===== src/rtl/gpmc_wb_pkg.sv =====
// Shared types and constants for the GPMC-to-Wishbone bridge.
// Holds the FSM encoding, the error fill pattern and the default timeout.
package gpmc_wb_pkg;

    typedef enum logic [2:0] {
        ST_IDLE,
        ST_ADDR,
        ST_WB_WR,
        ST_WB_RD,
        ST_DONE
    } state_t;

    // Read data returned to the host when a read ends in err or timeout.
    localparam logic [63:0] ERR_FILL = '1;

    localparam int DEFAULT_TIMEOUT = 255;

endpackage


===== src/rtl/gpmc_wb_bridge_if.sv =====
// Wishbone master bus driven by the GPMC bridge.
// The master modport is the bridge side; the slave modport is the interconnect side.
interface gpmc_wb_bridge_if #(
    parameter int ADDR_WIDTH = 17,
    parameter int DATA_WIDTH = 16
);

    logic [ADDR_WIDTH-1:0] wbm_address;
    logic [DATA_WIDTH-1:0] wbm_writedata;
    logic [DATA_WIDTH-1:0] wbm_readdata;
    logic                  wbm_write;
    logic                  wbm_strobe;
    logic                  wbm_cycle;
    logic                  wbm_ack;
    logic                  wbm_err;

    modport master (
        output wbm_address, wbm_writedata, wbm_write, wbm_strobe, wbm_cycle,
        input  wbm_readdata, wbm_ack, wbm_err
    );

    modport slave (
        input  wbm_address, wbm_writedata, wbm_write, wbm_strobe, wbm_cycle,
        output wbm_readdata, wbm_ack, wbm_err
    );

endinterface


===== src/rtl/gpmc_sync.sv =====
// Vectored multi-stage synchroniser for the asynchronous GPMC pins.
// Each bit resets to its own idle value so the FSM never sees a phantom cycle.
module gpmc_sync #(
    parameter int              WIDTH     = 1,
    parameter int              STAGES    = 2,
    parameter logic [WIDTH-1:0] RESET_VAL = '0
) (
    input  logic             clk,
    input  logic             reset,
    input  logic [WIDTH-1:0] d,
    output logic [WIDTH-1:0] q
);

    logic [WIDTH-1:0] stage [STAGES];

    always_ff @(posedge clk) begin
        // NOTE: every stage of the chain is reset, not just the last, so idle
        // values are what the FSM sees for the whole refill after reset.
        if (reset) begin
            for (int i = 0; i < STAGES; i++) stage[i] <= RESET_VAL;
        end else begin
            stage[0] <= d;
            for (int i = 1; i < STAGES; i++) stage[i] <= stage[i-1];
        end
    end

    assign q = stage[STAGES-1];

endmodule


===== src/rtl/gpmc_wb_bridge.sv =====
// GPMC slave to Wishbone master bridge with per-chip-select regions,
// host stall via WAIT, and sticky timeout / bus-error flags.
module gpmc_wb_bridge
    import gpmc_wb_pkg::*;
#(
    parameter int ADDR_WIDTH  = 16,
    parameter int DATA_WIDTH  = 16,
    parameter int NUM_CS      = 2,
    parameter int SYNC_STAGES = 2,
    parameter int TIMEOUT     = DEFAULT_TIMEOUT
) (
    input  logic                  clk,
    input  logic                  reset,
    input  logic [DATA_WIDTH-1:0] gpmc_ad_in,
    output logic [DATA_WIDTH-1:0] gpmc_ad_out,
    output logic                  gpmc_ad_oe,
    input  logic [NUM_CS-1:0]     gpmc_csn,
    input  logic                  gpmc_advn,
    input  logic                  gpmc_wein,
    input  logic                  gpmc_oen,
    output logic                  gpmc_wait,
    gpmc_wb_bridge_if.master      wb,
    output logic                  timeout_err,
    output logic                  bus_err,
    input  logic                  err_clear
);

    localparam int CS_BITS = (NUM_CS > 1) ? $clog2(NUM_CS) : 1;
    localparam int CNT_W   = $clog2(TIMEOUT + 1);
    localparam int SW      = DATA_WIDTH + NUM_CS + 3;
    localparam logic [SW-1:0] SYNC_IDLE = {{DATA_WIDTH{1'b0}}, {NUM_CS{1'b1}}, 3'b111};

    logic [SW-1:0]         sync_q;
    logic [DATA_WIDTH-1:0] ad_s;
    logic [NUM_CS-1:0]     csn_s;
    logic                  advn_s, wein_s, oen_s;

    gpmc_sync #(.WIDTH(SW), .STAGES(SYNC_STAGES), .RESET_VAL(SYNC_IDLE)) u_sync (
        .clk   (clk),
        .reset (reset),
        .d     ({gpmc_ad_in, gpmc_csn, gpmc_advn, gpmc_wein, gpmc_oen}),
        .q     (sync_q)
    );

    assign {ad_s, csn_s, advn_s, wein_s, oen_s} = sync_q;

    state_t                state, state_next;
    logic [CS_BITS-1:0]    cs_idx, first_cs;
    logic [ADDR_WIDTH-1:0] addr_q;
    logic [DATA_WIDTH-1:0] wdata_q, rdata_q;
    logic [CNT_W-1:0]      cnt;
    logic                  is_read;
    logic                  sel_csn, wb_active, cnt_last;
    logic                  ev_ack, ev_err, ev_tmo;

    assign sel_csn  = csn_s[cs_idx];
    assign cnt_last = (cnt == CNT_W'(TIMEOUT - 1));

    // Lowest-numbered asserted chip select wins when several are low.
    always_comb begin
        first_cs = '0;
        for (int i = NUM_CS - 1; i >= 0; i--) begin
            if (!csn_s[i]) first_cs = CS_BITS'(i);
        end
    end

    always_comb begin
        // NOTE: every output of this block gets a default first, so no path
        // through the case statement can leave one unassigned and infer a latch.
        state_next = state;
        wb_active  = 1'b0;
        gpmc_wait  = 1'b0;
        gpmc_ad_oe = 1'b0;
        ev_ack     = 1'b0;
        ev_err     = 1'b0;
        ev_tmo     = 1'b0;
        case (state)
            ST_IDLE: begin
                if (!(&csn_s) && !advn_s) state_next = ST_ADDR;
            end
            ST_ADDR: begin
                if (sel_csn)              state_next = ST_IDLE;
                else if (advn_s && !wein_s) state_next = ST_WB_WR;
                else if (advn_s && !oen_s)  state_next = ST_WB_RD;
            end
            ST_WB_WR, ST_WB_RD: begin
                wb_active = 1'b1;
                gpmc_wait = 1'b1;
                ev_err    = wb.wbm_err;
                ev_ack    = wb.wbm_ack && !wb.wbm_err;
                ev_tmo    = cnt_last && !wb.wbm_ack && !wb.wbm_err;
                if (ev_ack || ev_err || ev_tmo) state_next = ST_DONE;
            end
            ST_DONE: begin
                gpmc_ad_oe = is_read && !sel_csn && !oen_s;
                if (sel_csn) state_next = ST_IDLE;
            end
            default: state_next = ST_IDLE;
        endcase
    end

    always_ff @(posedge clk) begin
        // NOTE: non-blocking assignments throughout, so every register here
        // samples the pre-edge value of every other one.
        if (reset) begin
            state       <= ST_IDLE;
            cnt         <= '0;
            cs_idx      <= '0;
            addr_q      <= '0;
            wdata_q     <= '0;
            rdata_q     <= '0;
            is_read     <= 1'b0;
            timeout_err <= 1'b0;
            bus_err     <= 1'b0;
        end else begin
            state <= state_next;
            cnt   <= wb_active ? cnt + 1'b1 : '0;
            if (state == ST_IDLE && state_next == ST_ADDR) begin
                addr_q <= ad_s[ADDR_WIDTH-1:0];
                cs_idx <= first_cs;
            end
            if (state == ST_ADDR) is_read <= (state_next == ST_WB_RD);
            if (state == ST_ADDR && state_next == ST_WB_WR) wdata_q <= ad_s;
            if (state == ST_WB_RD && ev_ack) rdata_q <= wb.wbm_readdata;
            else if (state == ST_WB_RD && (ev_err || ev_tmo)) rdata_q <= ERR_FILL[DATA_WIDTH-1:0];
            // A fresh error in the same cycle as err_clear stays set.
            timeout_err <= (timeout_err && !err_clear) || ev_tmo;
            bus_err     <= (bus_err && !err_clear) || ev_err;
        end
    end

    assign wb.wbm_address   = {cs_idx, addr_q};
    assign wb.wbm_writedata = wdata_q;
    assign wb.wbm_write     = (state == ST_WB_WR);
    assign wb.wbm_cycle     = wb_active;
    assign wb.wbm_strobe    = wb_active;
    assign gpmc_ad_out      = rdata_q;

endmodule


===== src/flat_wrapper.sv =====
// flat-port wrapper written by rule: the top's interface ports become plain ports
module gpmc_wb_bridge_flat import gpmc_wb_pkg::*;
#(
    parameter int ADDR_WIDTH  = 16,
    parameter int DATA_WIDTH  = 16,
    parameter int NUM_CS      = 2,
    parameter int SYNC_STAGES = 2,
    parameter int TIMEOUT     = DEFAULT_TIMEOUT
)
  (clk, reset, gpmc_ad_in, gpmc_ad_out, gpmc_ad_oe, gpmc_csn, gpmc_advn, gpmc_wein, gpmc_oen, gpmc_wait, timeout_err, bus_err, err_clear, wb_wbm_address, wb_wbm_writedata, wb_wbm_write, wb_wbm_strobe, wb_wbm_cycle, wb_wbm_readdata, wb_wbm_ack, wb_wbm_err);
  gpmc_wb_bridge_if #(.ADDR_WIDTH(ADDR_WIDTH), .DATA_WIDTH(DATA_WIDTH)) wb_i ();
  input  logic clk;
  input  logic reset;
  input  logic [DATA_WIDTH-1:0] gpmc_ad_in;
  output logic [DATA_WIDTH-1:0] gpmc_ad_out;
  output logic gpmc_ad_oe;
  input  logic [NUM_CS-1:0] gpmc_csn;
  input  logic gpmc_advn;
  input  logic gpmc_wein;
  input  logic gpmc_oen;
  output logic gpmc_wait;
  output logic timeout_err;
  output logic bus_err;
  input  logic err_clear;
  output wire logic [$bits(wb_i.wbm_address)-1:0] wb_wbm_address;
  output wire logic [$bits(wb_i.wbm_writedata)-1:0] wb_wbm_writedata;
  output wire logic [$bits(wb_i.wbm_write)-1:0] wb_wbm_write;
  output wire logic [$bits(wb_i.wbm_strobe)-1:0] wb_wbm_strobe;
  output wire logic [$bits(wb_i.wbm_cycle)-1:0] wb_wbm_cycle;
  input wire logic [$bits(wb_i.wbm_readdata)-1:0] wb_wbm_readdata;
  input wire logic [$bits(wb_i.wbm_ack)-1:0] wb_wbm_ack;
  input wire logic [$bits(wb_i.wbm_err)-1:0] wb_wbm_err;
  assign wb_wbm_address = wb_i.wbm_address;
  assign wb_wbm_writedata = wb_i.wbm_writedata;
  assign wb_wbm_write = wb_i.wbm_write;
  assign wb_wbm_strobe = wb_i.wbm_strobe;
  assign wb_wbm_cycle = wb_i.wbm_cycle;
  assign wb_i.wbm_readdata = wb_wbm_readdata;
  assign wb_i.wbm_ack = wb_wbm_ack;
  assign wb_i.wbm_err = wb_wbm_err;
  gpmc_wb_bridge #(.ADDR_WIDTH(ADDR_WIDTH), .DATA_WIDTH(DATA_WIDTH), .NUM_CS(NUM_CS), .SYNC_STAGES(SYNC_STAGES), .TIMEOUT(TIMEOUT)) u_core (.clk(clk), .reset(reset), .gpmc_ad_in(gpmc_ad_in), .gpmc_ad_out(gpmc_ad_out), .gpmc_ad_oe(gpmc_ad_oe), .gpmc_csn(gpmc_csn), .gpmc_advn(gpmc_advn), .gpmc_wein(gpmc_wein), .gpmc_oen(gpmc_oen), .gpmc_wait(gpmc_wait), .wb(wb_i), .timeout_err(timeout_err), .bus_err(bus_err), .err_clear(err_clear));
endmodule

===== config.mk =====
export PLATFORM = sky130hd
export DESIGN_NAME = gpmc_wb_bridge_flat
export DESIGN_NICKNAME = d
export VERILOG_FILES = /design/src/rtl/gpmc_wb_pkg.sv /design/src/rtl/gpmc_wb_bridge_if.sv /design/src/rtl/gpmc_sync.sv /design/src/rtl/gpmc_wb_bridge.sv /design/src/flat_wrapper.sv
export SDC_FILE = /design/constraint.sdc
export NUM_CORES = 1
export LEC_CHECK = 0
export CAP_MARGIN = 20
export CORE_MARGIN = 3
export CORE_UTILIZATION = 40
export CTS_CLUSTER_DIAMETER = 40
export DETAILED_ROUTE_END_ITERATION = 10
export HOLD_SLACK_MARGIN = 0.08
export PLACE_DENSITY = 0.76
export SYNTH_ARGS = -nofsm -noshare
export SYNTH_HDL_FRONTEND = slang
export SYNTH_SLANG_ARGS = --single-unit

===== constraint.sdc =====
create_clock -name clk -period 1.4 [get_ports clk]
set_input_delay 0.28 -clock clk [delete_from_list [all_inputs] [get_ports clk]]
set_output_delay 0.28 -clock clk [all_outputs]
set_load 0.01 [all_outputs]

==> flow_metrics.env, run 1 <==
export IMPL_total_power_w=0.00508
export IMPL_hold_viol=0
export IMPL_rows=33
export IMPL_status="finished, violations left"
export IMPL_syn_inst=331
export IMPL_skew_ns=0.0105
export IMPL_pwr_share_clk=0.342
export IMPL_antennaDiodeCount=0
export IMPL_drtAntennaViolNets=0
export IMPL_fmax_ghz=0.615
export IMPL_rr_endpoint="u_core.wb.wbm_address[9]"
export IMPL_grt_max_degree=60
export IMPL_area_delta_synth_final_pct=48.6
export IMPL_ios=97
export IMPL_ys_types=41
export IMPL_synth_area_leaders="dfxtp_1, nor2b_1, o221a_2"
export IMPL_ir_drop_mv=0.603
export IMPL_crit_type="reg -> out"
export IMPL_busiest_layer="met2"
export IMPL_worstPathArrival_ns=1.35
export IMPL_die_area_mm2=0.00996
export IMPL_yosys_register_bits=105
export IMPL_instances_no_fill=566
export IMPL_place_area_mm2=0.00475
export IMPL_min_to="u_core.is_read"
export IMPL_holdCritPathClass="in -> reg"
export IMPL_port_buffers=96
export IMPL_core_area_mm2=0.00838
export IMPL_drt_pre_antenna_iters=4
export IMPL_gr_total_overflow=0
export IMPL_fin_area_mm2=0.00523
export IMPL_internal_power_w=0.00390
export IMPL_ys_warn_count=0
export IMPL_htreeDepth=3
export IMPL_grt_util_met2=0.250
export IMPL_post_drt_wl_per_cell_um=13.8
export IMPL_vias_per_cell=4.83
export IMPL_rrSetupSlack_ns=-0.19
export IMPL_rsz0062_at_grt="yes"
export IMPL_post_dp_hpwl_mm=5.29
export IMPL_reg2reg_from="u_core.state[1]"
export IMPL_synth_most_common_cell="dfxtp_1"
export IMPL_tightest_slew_ns=0.342
export IMPL_crit_chain="mux2i_2 -> nand3_2 -> nor3b_2 -> buf_2"
export IMPL_pre_cts_slack_ns=-0.483
export IMPL_netlist_area_mm2=0.00352
export IMPL_violations="negative setup slack"
export IMPL_fp_dieW_um=99.8
export IMPL_crit_fanout=2
export IMPL_globalplace_congestion=0.751
export IMPL_yosys_area_top_type="dfxtp_1"
export IMPL_vias=2734
export IMPL_drtIter0Drc=59
export IMPL_fin_util=0.624
export IMPL_power_frac_seq=0.604
export IMPL_required_ns=1.12
export IMPL_synth_edf_count=0
export IMPL_clkTransAtPathRegs_ns=0.10
export IMPL_cp_slowest_cell="dfxtp_2"
export IMPL_insertion_delay_ns=0.35
export IMPL_seq_area_frac_synth=0.597
export IMPL_clk_path_buf_depth=2
export IMPL_n_fill_cell=690
export IMPL_remaining_drc_errors=0
export IMPL_synth_common_cells="dfxtp_1, nand2_1, nor2b_1"
export IMPL_critPathLaunchType="register"
export IMPL_setup_violations=24
export IMPL_avgSynthCellArea_um2=10.6
export IMPL_first_global_vias=2682
export IMPL_synth_fp_nets=375
export IMPL_dpl_cell_count=539
export IMPL_maxCapViolCount=0
export IMPL_start_util=0.420
export IMPL_grt_total_usage=0.151
export IMPL_met3_usage=0.0382
export IMPL_critPathMaxStageDelay_ns=0.35
export IMPL_worstSetupEndpointType="output pin"
export IMPL_slew_violations=0
export IMPL_fin_crit_sh=1.16
export IMPL_synth_main_ff_cell="dfxtp_1"
export IMPL_use_met1=0.186
export IMPL_cts_tree="yes"
export IMPL_powerDensity_mw_per_mm2=971
export IMPL_async_flop_share=0
export IMPL_layout_setup_ws_ns=-0.227
export IMPL_cts_root_buffer="clkbuf_8"
export IMPL_drt_total_wl_mm=7.83
export IMPL_reg2reg_depth=7
export IMPL_swShare=0.231
export IMPL_die_h_um=99.8
export IMPL_cts_buffers_inserted=9
export IMPL_min_from="reset"
export IMPL_p_sw_w=0.00117
export IMPL_p_leak_nw=2.44
export IMPL_grt_pass1_wl_mm=12.1
export IMPL_whs_path_depth=4
export IMPL_drive_above_1_share=0.291
export IMPL_comb_power_share=0.054
export IMPL_slew_headroom=0.772
export IMPL_synth_top_area_share=0.597
export IMPL_antenna_found_initial=0
export IMPL_fin_crit_ns=1.63
export IMPL_cts_sinks=105
export IMPL_nets=500
==> cell type report <==
cell class	count	area, um^2	area share
clock buffer	10	128	0.0244
clock inverter	6	57.6	0.0110
inverter	3	11.3	0.00215
multi-input combinational	203	1520	0.290
sequential	105	2110	0.404
tap	105	131	0.0251
timing repair buffer	134	1270	0.244
==> how the worst max path moves through the flow <==
| stage | start | endpoint | slack (ns) | cells past startpoint |
|---|---|---|---|---|
| final | u_core.cs_idx | gpmc_ad_oe | -0.23 | 4 |
| after global routing | u_core.cs_idx | gpmc_ad_oe | -0.33 | 4 |
| after CTS | u_core.cs_idx | gpmc_ad_oe | -0.29 | 4 |
| after detailed placement | wb_wbm_ack | u_core.gpmc_ad_out[7] | -0.48 | 5 |
| after global placement | wb_wbm_ack | u_core.gpmc_ad_out[11] | -0.35 | 5 |
| after floorplan | u_core.state[0] | u_core.wb.wbm_address[0] | -0.06 | 6 |
==> critical path: cells and delay by family, from the launching register on <==
family	cells	cell delay [ns]
flip-flops	1	0.35
AND/OR/NAND/NOR	2	0.26
multiplexers	1	0.24
buffers and inverters	1	0.15
==> registers in the layout (all words and copies together), names as in the netlist <==
name	cells
u_core.bus_err	1
u_core.timeout_err	1
u_core.state	3
u_core.wb.wbm_writedata	16
u_core.cs_idx	1
u_core.wb.wbm_address	16
u_core.is_read	1
u_core.gpmc_ad_out	16
u_core.cnt	8
u_core.u_sync.stage	42
==> cell families after synthesis <==
kind of cell               synth area share
and+or+nand+nor                       0.191
DFF                                   0.597
AOI/OAI and AO/OA                     0.112
buffers and inverters                0.0345
muxes                                0.0483
xor gates and xnor gates            0.00996
adders and majority gates           0.00711
==> through the flow <==
step                      hold WS [ns]  setup TNS, ns
final                            0.329          -3.29
after global routing             0.355          -6.01
after CTS                        0.305          -2.15
after detailed placement         0.393         -10.98
after global placement           0.393          -8.71
after floorplan                  0.384          -1.38
==> what timing repair did <==
action                                  in CTS  in global routing
pin swaps                                    3                 16
setup buffers                                7                  5
hold buffers                                 0                  0
endpoints found under the setup margin      91                 64
gates cloned                                 0                  1
resized for setup                           90                 54
==> metal layers <==
layer	share of wire	vias up	wire, um
li1	-	1368	-
met1	0.42	1280	3280
met2	0.51	75	3990
met3	0.058	11	453
met4	0.013	0	102
met5	0	-	0
==> power groups by stage <==
stage | logic [W] | registers (W) | clock network [W]
2_1_floorplan | 0.0000984 | 0.00313 | 0
3_3_place_gp | 0.000251 | 0.00313 | 0
4_1_cts | 0.000259 | 0.00306 | 0.00180
5_1_grt | 0.000298 | 0.00308 | 0.00190
3_5_place_dp | 0.000255 | 0.00313 | 0
6_report | 0.000274 | 0.00307 | 0.00174
==> layout by cell type (no fill, tap or decap), types with 5 or more instances in the layout <==
cell	synthesis	routed
nand2_2	0	8
nor2_1	28	27
nand2_4	0	10
clkbuf_8	0	9
nand2_1	39	21
buf_6	2	10
buf_4	5	25
dfxtp_1	105	100
clkdlybuf4s50_1	0	40
or2_2	10	10
mux2i_1	17	16
dlygate4sd2_1	0	50
a21oi_1	19	6
buf_12	0	6
nor2b_1	34	33
o221a_2	16	14
nand3_1	7	5
a21oi_2	1	14
(Power assumes the default switching activity.)
==> run 2, diff against run 1 <==
--- a/config.mk
+++ b/config.mk
@@ -15,3 +15,4 @@
 export SYNTH_ARGS = -nofsm -noshare
 export SYNTH_HDL_FRONTEND = slang
 export SYNTH_SLANG_ARGS = --single-unit
+export TNS_END_PERCENT = 50
==> flow_metrics.env, run 2 (same netlist as run 1, synthesis figures left out) <==
export IMPL_final_common_cell="dfxtp_1"
export IMPL_ctsHoldBuffers=0
export IMPL_pwr_share_clk=0.362
export IMPL_rsz0062_at_grt="yes"
export IMPL_rr_endpoint="u_core.state[0]"
export IMPL_rrSetupSlack_ns=-0.19
export IMPL_cts_buffers_inserted=9
export IMPL_power_frac_seq=0.587
export IMPL_reg2reg_depth=6
export IMPL_die_h_um=99.8
export IMPL_required_ns=1.12
export IMPL_cp_slowest_cell="dfxtp_2"
export IMPL_vias_per_cell=4.82
export IMPL_cts_root_buffer="clkbuf_8"
export IMPL_p_sw_w=0.00117
export IMPL_crit_fanout=2
export IMPL_swShare=0.223
export IMPL_fin_crit_sh=1.17
export IMPL_status="finished, violations left"
export IMPL_setup_violations=25
export IMPL_critPathLaunchType="register"
export IMPL_area_delta_synth_final_pct=46.5
export IMPL_vias=2719
export IMPL_core_area_mm2=0.00838
export IMPL_grt_total_usage=0.153
export IMPL_n_fill_cell=701
export IMPL_die_area_mm2=0.00996
export IMPL_p_leak_nw=2.30
export IMPL_powerDensity_mw_per_mm2=1010
export IMPL_grt_max_degree=65
export IMPL_post_drt_wl_per_cell_um=13.8
export IMPL_fin_crit_ns=1.64
export IMPL_htreeDepth=3
export IMPL_insertion_delay_ns=0.36
export IMPL_fmax_ghz=0.611
export IMPL_crit_chain="mux2i_2 -> nand3_2 -> nor3b_2 -> buf_2"
export IMPL_drt_pre_antenna_iters=4
export IMPL_multiInputGateArea_mm2=0.00145
export IMPL_port_buffers=96
export IMPL_cts_tree="yes"
export IMPL_post_dp_hpwl_mm=5.10
export IMPL_gr_total_overflow=0
export IMPL_maxCapViolCount=0
export IMPL_holdCritPathClass="in -> reg"
export IMPL_rows=33
export IMPL_drtAntennaViolNets=0
export IMPL_hold_viol=0
export IMPL_clk_path_buf_depth=2
export IMPL_regArea_mm2=0.00211
export IMPL_worstPathArrival_ns=1.36
export IMPL_first_global_vias=2631
export IMPL_critPathBufInv=1
export IMPL_reg2reg_from="u_core.state[1]"
export IMPL_drt_total_wl_mm=7.79
export IMPL_slew_violations=0
export IMPL_internal_power_w=0.00406
export IMPL_clkTransAtPathRegs_ns=0.09
export IMPL_ios=97
export IMPL_comb_power_share=0.052
export IMPL_largest_register_ffs=42
export IMPL_skew_ns=0.0105
export IMPL_tightest_slew_ns=0.338
export IMPL_start_util=0.420
export IMPL_antennaDiodeCount=0
export IMPL_drive_above_1_share=0.268
export IMPL_fp_dieW_um=99.8
export IMPL_fin_area_mm2=0.00516
export IMPL_crit_family="flip-flops"
export IMPL_regMostFlops="u_core.u_sync.stage"
export IMPL_nets=499
export IMPL_min_to="u_core.cs_idx"
export IMPL_antenna_found_initial=0
export IMPL_most_common_layout_cells="dfxtp_1, dlygate4sd2_1, clkdlybuf4s50_1, nand2_1, nor2b_1"
export IMPL_drtIter0Drc=60
export IMPL_whs_path_depth=2
export IMPL_globalplace_congestion=0.795
export IMPL_remaining_drc_errors=0
export IMPL_slew_headroom=0.775
export IMPL_critPathMaxStageDelay_ns=0.36
export IMPL_timing_hold_ws_ns=0.260
export IMPL_grt_pass1_wl_mm=12.2
export IMPL_place_area_mm2=0.00476
export IMPL_min_from="reset"
export IMPL_cts_sinks=105
export IMPL_layout_setup_ws_ns=-0.236
export IMPL_worstSetupEndpointType="output pin"
export IMPL_ir_drop_mv=0.672
export IMPL_violations="negative setup slack"
export IMPL_crit_type="reg -> out"
run 2: changes by cell type in the layout (fill, tap and decap cells not counted), moves of 3 or more:
cell	change
dfxtp_2	+3
nand2_1	+12
buf_6	-4
a21oi_1	+8
a21oi_2	-8
buf_2	+3
nand2_4	-10
run 2: power by group through the flow:
stage               sequential, W  combinational (W)  clock, W
finish                    0.00307           0.000269   0.00189
global route              0.00307           0.000294   0.00205
CTS                       0.00306           0.000263   0.00194
detailed placement        0.00313           0.000253         0
global placement          0.00313           0.000250         0
floorplan                 0.00313          0.0000982         0
run 2: metal layers:
metal,global-route usage,share of wire,vias to the layer above
li1,-,-,1359
met1,0.186,0.43,1262
met2,0.259,0.50,88
met3,0.0507,0.065,10
met4,0.0431,0.0083,0
met5,0,0,-
run 2: how the worst max path moves through the flow:
stage                     slack [ns]                endpoint  cells after the start            start
after floorplan                -0.07         u_core.state[0]                      5  u_core.state[0]
after global placement         -0.36  u_core.gpmc_ad_out[10]                      5       wb_wbm_ack
after detailed placement       -0.41   u_core.gpmc_ad_out[1]                      5       wb_wbm_ack
after CTS                      -0.30              gpmc_ad_oe                      4    u_core.cs_idx
after global routing           -0.35              gpmc_ad_oe                      4    u_core.cs_idx
final                          -0.24              gpmc_ad_oe                      4    u_core.cs_idx
run 2: repair_timing:
action / in CTS / in global routing
cloned: 1 / 1
pin swaps: 6 / 10
resized for setup: 89 / 38
endpoints found under the hold margin: 0 / 0
setup endpoints to repair: 98 / 57
setup buffers: 5 / 9
run 2: stage by stage:
stage,power [W],TNS [ns],worst slack [ns],cells,utilization
floorplan,0.00323,-1.84,-0.0662,331,-
global placement,0.00338,-8.26,-0.362,540,0.568
detailed placement,0.00339,-9.13,-0.410,540,0.568
CTS,0.00527,-5.52,-0.300,559,0.596
global route,0.00542,-5.75,-0.346,564,0.615
finish,0.00523,-2.37,-0.236,564,0.615
run 2: final cells by class:
class                      count  area share
clock buffer                   9      0.0240
inverter                       3     0.00218
clock inverter                 6      0.0146
multi-input combinational    203       0.281
tap                          105      0.0255
timing repair buffer         133       0.244
sequential                   105       0.409
run 2: worst register-to-register path, stage by stage (launching register included):
cell,delay (ns)
dfxtp_2,0.35
buf_6,0.11
or2_4,0.27
a2111oi_4,0.27
buf_4,0.20
a31oi_1,0.04
a221oi_1,0.25
==> run 3, diff against run 2 <==
--- a/config.mk
+++ b/config.mk
@@ -5,13 +5,12 @@
 export SDC_FILE = /design/constraint.sdc
 export NUM_CORES = 1
 export LEC_CHECK = 0
-export CAP_MARGIN = 20
 export CORE_MARGIN = 3
 export CORE_UTILIZATION = 40
 export CTS_CLUSTER_DIAMETER = 40
 export DETAILED_ROUTE_END_ITERATION = 10
 export HOLD_SLACK_MARGIN = 0.08
-export PLACE_DENSITY = 0.76
+export PLACE_DENSITY = 0.73
 export SYNTH_ARGS = -nofsm -noshare
 export SYNTH_HDL_FRONTEND = slang
 export SYNTH_SLANG_ARGS = --single-unit
==> constraint.sdc (replaced) <==
create_clock -name clk -period 1.6 [get_ports clk]
set_input_delay 0.32 -clock clk [delete_from_list [all_inputs] [get_ports clk]]
set_output_delay 0.32 -clock clk [all_outputs]
set_load 0.01 [all_outputs]
==> flow_metrics.env, run 3 (same netlist as run 1, synthesis figures left out) <==
export IMPL_clk_path_buf_depth=2
export IMPL_fmax_ghz=0.585
export IMPL_port_buffers=96
export IMPL_fin_util=0.612
export IMPL_min_from="reset"
export IMPL_route_met3_wl_um=469
export IMPL_dr_wl_met2_mm=3.63
export IMPL_holdCritPathClass="in -> reg"
export IMPL_drive_above_1_share=0.213
export IMPL_top_layer="met4"
export IMPL_post_dp_hpwl_mm=5.09
export IMPL_gr_total_overflow=0
export IMPL_cts_sinks=105
export IMPL_layout_setup_ws_ns=-0.109
export IMPL_most_common_layout_cells="dfxtp_1, clkdlybuf4s50_1, nand2_1, dlymetal6s2s_1, nor2b_1"
export IMPL_clkTransAtPathRegs_ns=0.11
export IMPL_min_to="u_core.wb.wbm_address[14]"
export IMPL_hold_viol=0
export IMPL_rr_endpoint="u_core.state[2]"
export IMPL_cts_root_buffer="clkbuf_8"
export IMPL_fin_crit_ns=1.71
export IMPL_reg2reg_depth=10
export IMPL_largest_register_ffs=42
export IMPL_p_sw_w=0.00102
export IMPL_rows=33
export IMPL_worstSetupEndpointType="register"
export IMPL_regMostFlops="u_core.u_sync.stage"
export IMPL_area_delta_synth_final_pct=45.7
export IMPL_die_h_um=99.8
export IMPL_crit_family="buffers and inverters"
export IMPL_wl_met1_mm=3.29
export IMPL_rrSetupSlack_ns=-0.11
export IMPL_fin_crit_sh=1.07
export IMPL_powerDensity_mw_per_mm2=865
export IMPL_reg2reg_from="u_core.cs_idx"
export IMPL_rsz0062_at_grt="yes"
export IMPL_setup_violations=2
export IMPL_start_util=0.420
export IMPL_p_leak_nw=2.71
export IMPL_cp_slowest_cell="dfxtp_2"
export IMPL_tightest_slew_ns=0.348
export IMPL_finalSetupTns_ns=-0.210
export IMPL_antennaDiodeCount=0
export IMPL_die_area_mm2=0.00996
export IMPL_ctsHoldBuffers=0
export IMPL_grt_max_degree=64
export IMPL_drtIter0Drc=81
export IMPL_htreeDepth=3
export IMPL_post_drt_wl_per_cell_um=13.3
export IMPL_first_global_vias=2618
export IMPL_drtAntennaViolNets=0
export IMPL_critPathMaxStageDelay_ns=0.36
export IMPL_power_frac_seq=0.605
export IMPL_comb_power_share=0.051
export IMPL_critPathLaunchType="register"
export IMPL_fp_dieW_um=99.8
export IMPL_crit_chain="mux2i_2 -> nand3_1 -> buf_4 -> buf_4 -> buf_4 -> buf_4 -> buf_4 -> buf_4 -> buf_6 -> a21oi_2"
export IMPL_ir_drop_mv=0.406
export IMPL_final_common_cell="dfxtp_1"
export IMPL_vias=2713
export IMPL_swShare=0.230
export IMPL_required_ns=1.90
export IMPL_whs_path_depth=2
export IMPL_skew_ns=0.0120
export IMPL_pwr_share_clk=0.344
export IMPL_core_area_mm2=0.00838
export IMPL_violations="negative setup slack"
export IMPL_crit_type="reg -> reg"
export IMPL_total_power_w=0.00444
export IMPL_globalplace_congestion=0.774
export IMPL_crit_fanout=2
export IMPL_cts_tree="yes"
export IMPL_ios=97
export IMPL_grt_pass1_wl_mm=12.0
export IMPL_status="finished, violations left"
export IMPL_insertion_delay_ns=0.35
export IMPL_remaining_drc_errors=0
export IMPL_antenna_found_initial=0
export IMPL_internal_power_w=0.00342
export IMPL_slew_violations=0
export IMPL_maxCapViolCount=0
export IMPL_nets=495
export IMPL_drt_pre_antenna_iters=4
export IMPL_drt_total_wl_mm=7.48
export IMPL_slew_headroom=0.768
export IMPL_vias_per_cell=4.84
export IMPL_grt_total_usage=0.148
export IMPL_worstPathArrival_ns=2.01
export IMPL_critPathBufInv=7
export IMPL_cpMostUsedCell="buf_4"
export IMPL_cts_buffers_inserted=9
==> run 3: cell types whose count changed in the layout (fill, tap and decap cells not counted), moves of 3 or more <==
cell and change:
dlygate4sd2_1 -40, buf_2 -3, a21oi_2 -4, nand2_2 -6, dlymetal6s2s_1 +36, nand3_1 +3
clkdlybuf4s50_1 +4, clkbuf_2 +3, nand2_1 +6, a21oi_1 +4
==> run 3: per-layer routing <==
| layer | vias up | track usage |
|---|---|---|
| met5 | - | 0 |
| met4 | 0 | 0.0504 |
| met3 | 7 | 0.0417 |
| met2 | 82 | 0.250 |
| met1 | 1266 | 0.182 |
| li1 | 1358 | - |
==> run 3: how the worst max path moves through the flow <==
stage | startpoint | to | cells after the start
detailed placement | wb_wbm_ack | u_core.gpmc_ad_out[8] | 5
CTS | u_core.cs_idx | gpmc_ad_oe | 4
global placement | wb_wbm_ack | u_core.gpmc_ad_out[8] | 5
global route | u_core.cs_idx | u_core.state[2] | 10
floorplan | u_core.state[0] | u_core.wb.wbm_address[0] | 6
finish | u_core.cs_idx | u_core.state[2] | 10
==> run 3: cell type report <==
cell class / count / area, um^2
Clock buffer: 10 / 128
Clock inverter: 6 / 62.6
Fill cell: 690 / 3250
Inverter: 3 / 11.3
Multi-Input combinational cell: 203 / 1350
Sequential cell: 105 / 2110
Tap cell: 105 / 131
Timing Repair Buffer: 129 / 1340
==> run 3: repair_timing <==
| item | CTS | global route |
|---|---|---|
| pin swaps | 1 | 6 |
| gates resized for setup | 29 | 56 |
| buffers inserted | 9 | 4 |
| endpoints found under the setup margin | 31 | 73 |
| gates cloned | 0 | 1 |
==> run 3: metrics by stage <==
step | instances | hold WS [ns] | setup WS, ns | instance area (um^2)
3_3_place_gp | 533 | 0.392 | -0.200 | 4690
5_1_grt | 561 | 0.273 | -0.193 | 5130
6_report | 561 | 0.268 | -0.109 | 5130
2_1_floorplan | 331 | 0.389 | 0.0908 | 3520
3_5_place_dp | 533 | 0.395 | -0.258 | 4690
4_1_cts | 558 | 0.252 | -0.134 | 4950
==> run 3: power groups by stage <==
stage,sequential (W),combinational [W],clock (W)
after floorplan,0.00274,0.0000852,0
after global placement,0.00274,0.000219,0
after detailed placement,0.00274,0.000223,0
after CTS,0.00268,0.000227,0.00159
after global routing,0.00269,0.000247,0.00170
final,0.00268,0.000228,0.00153
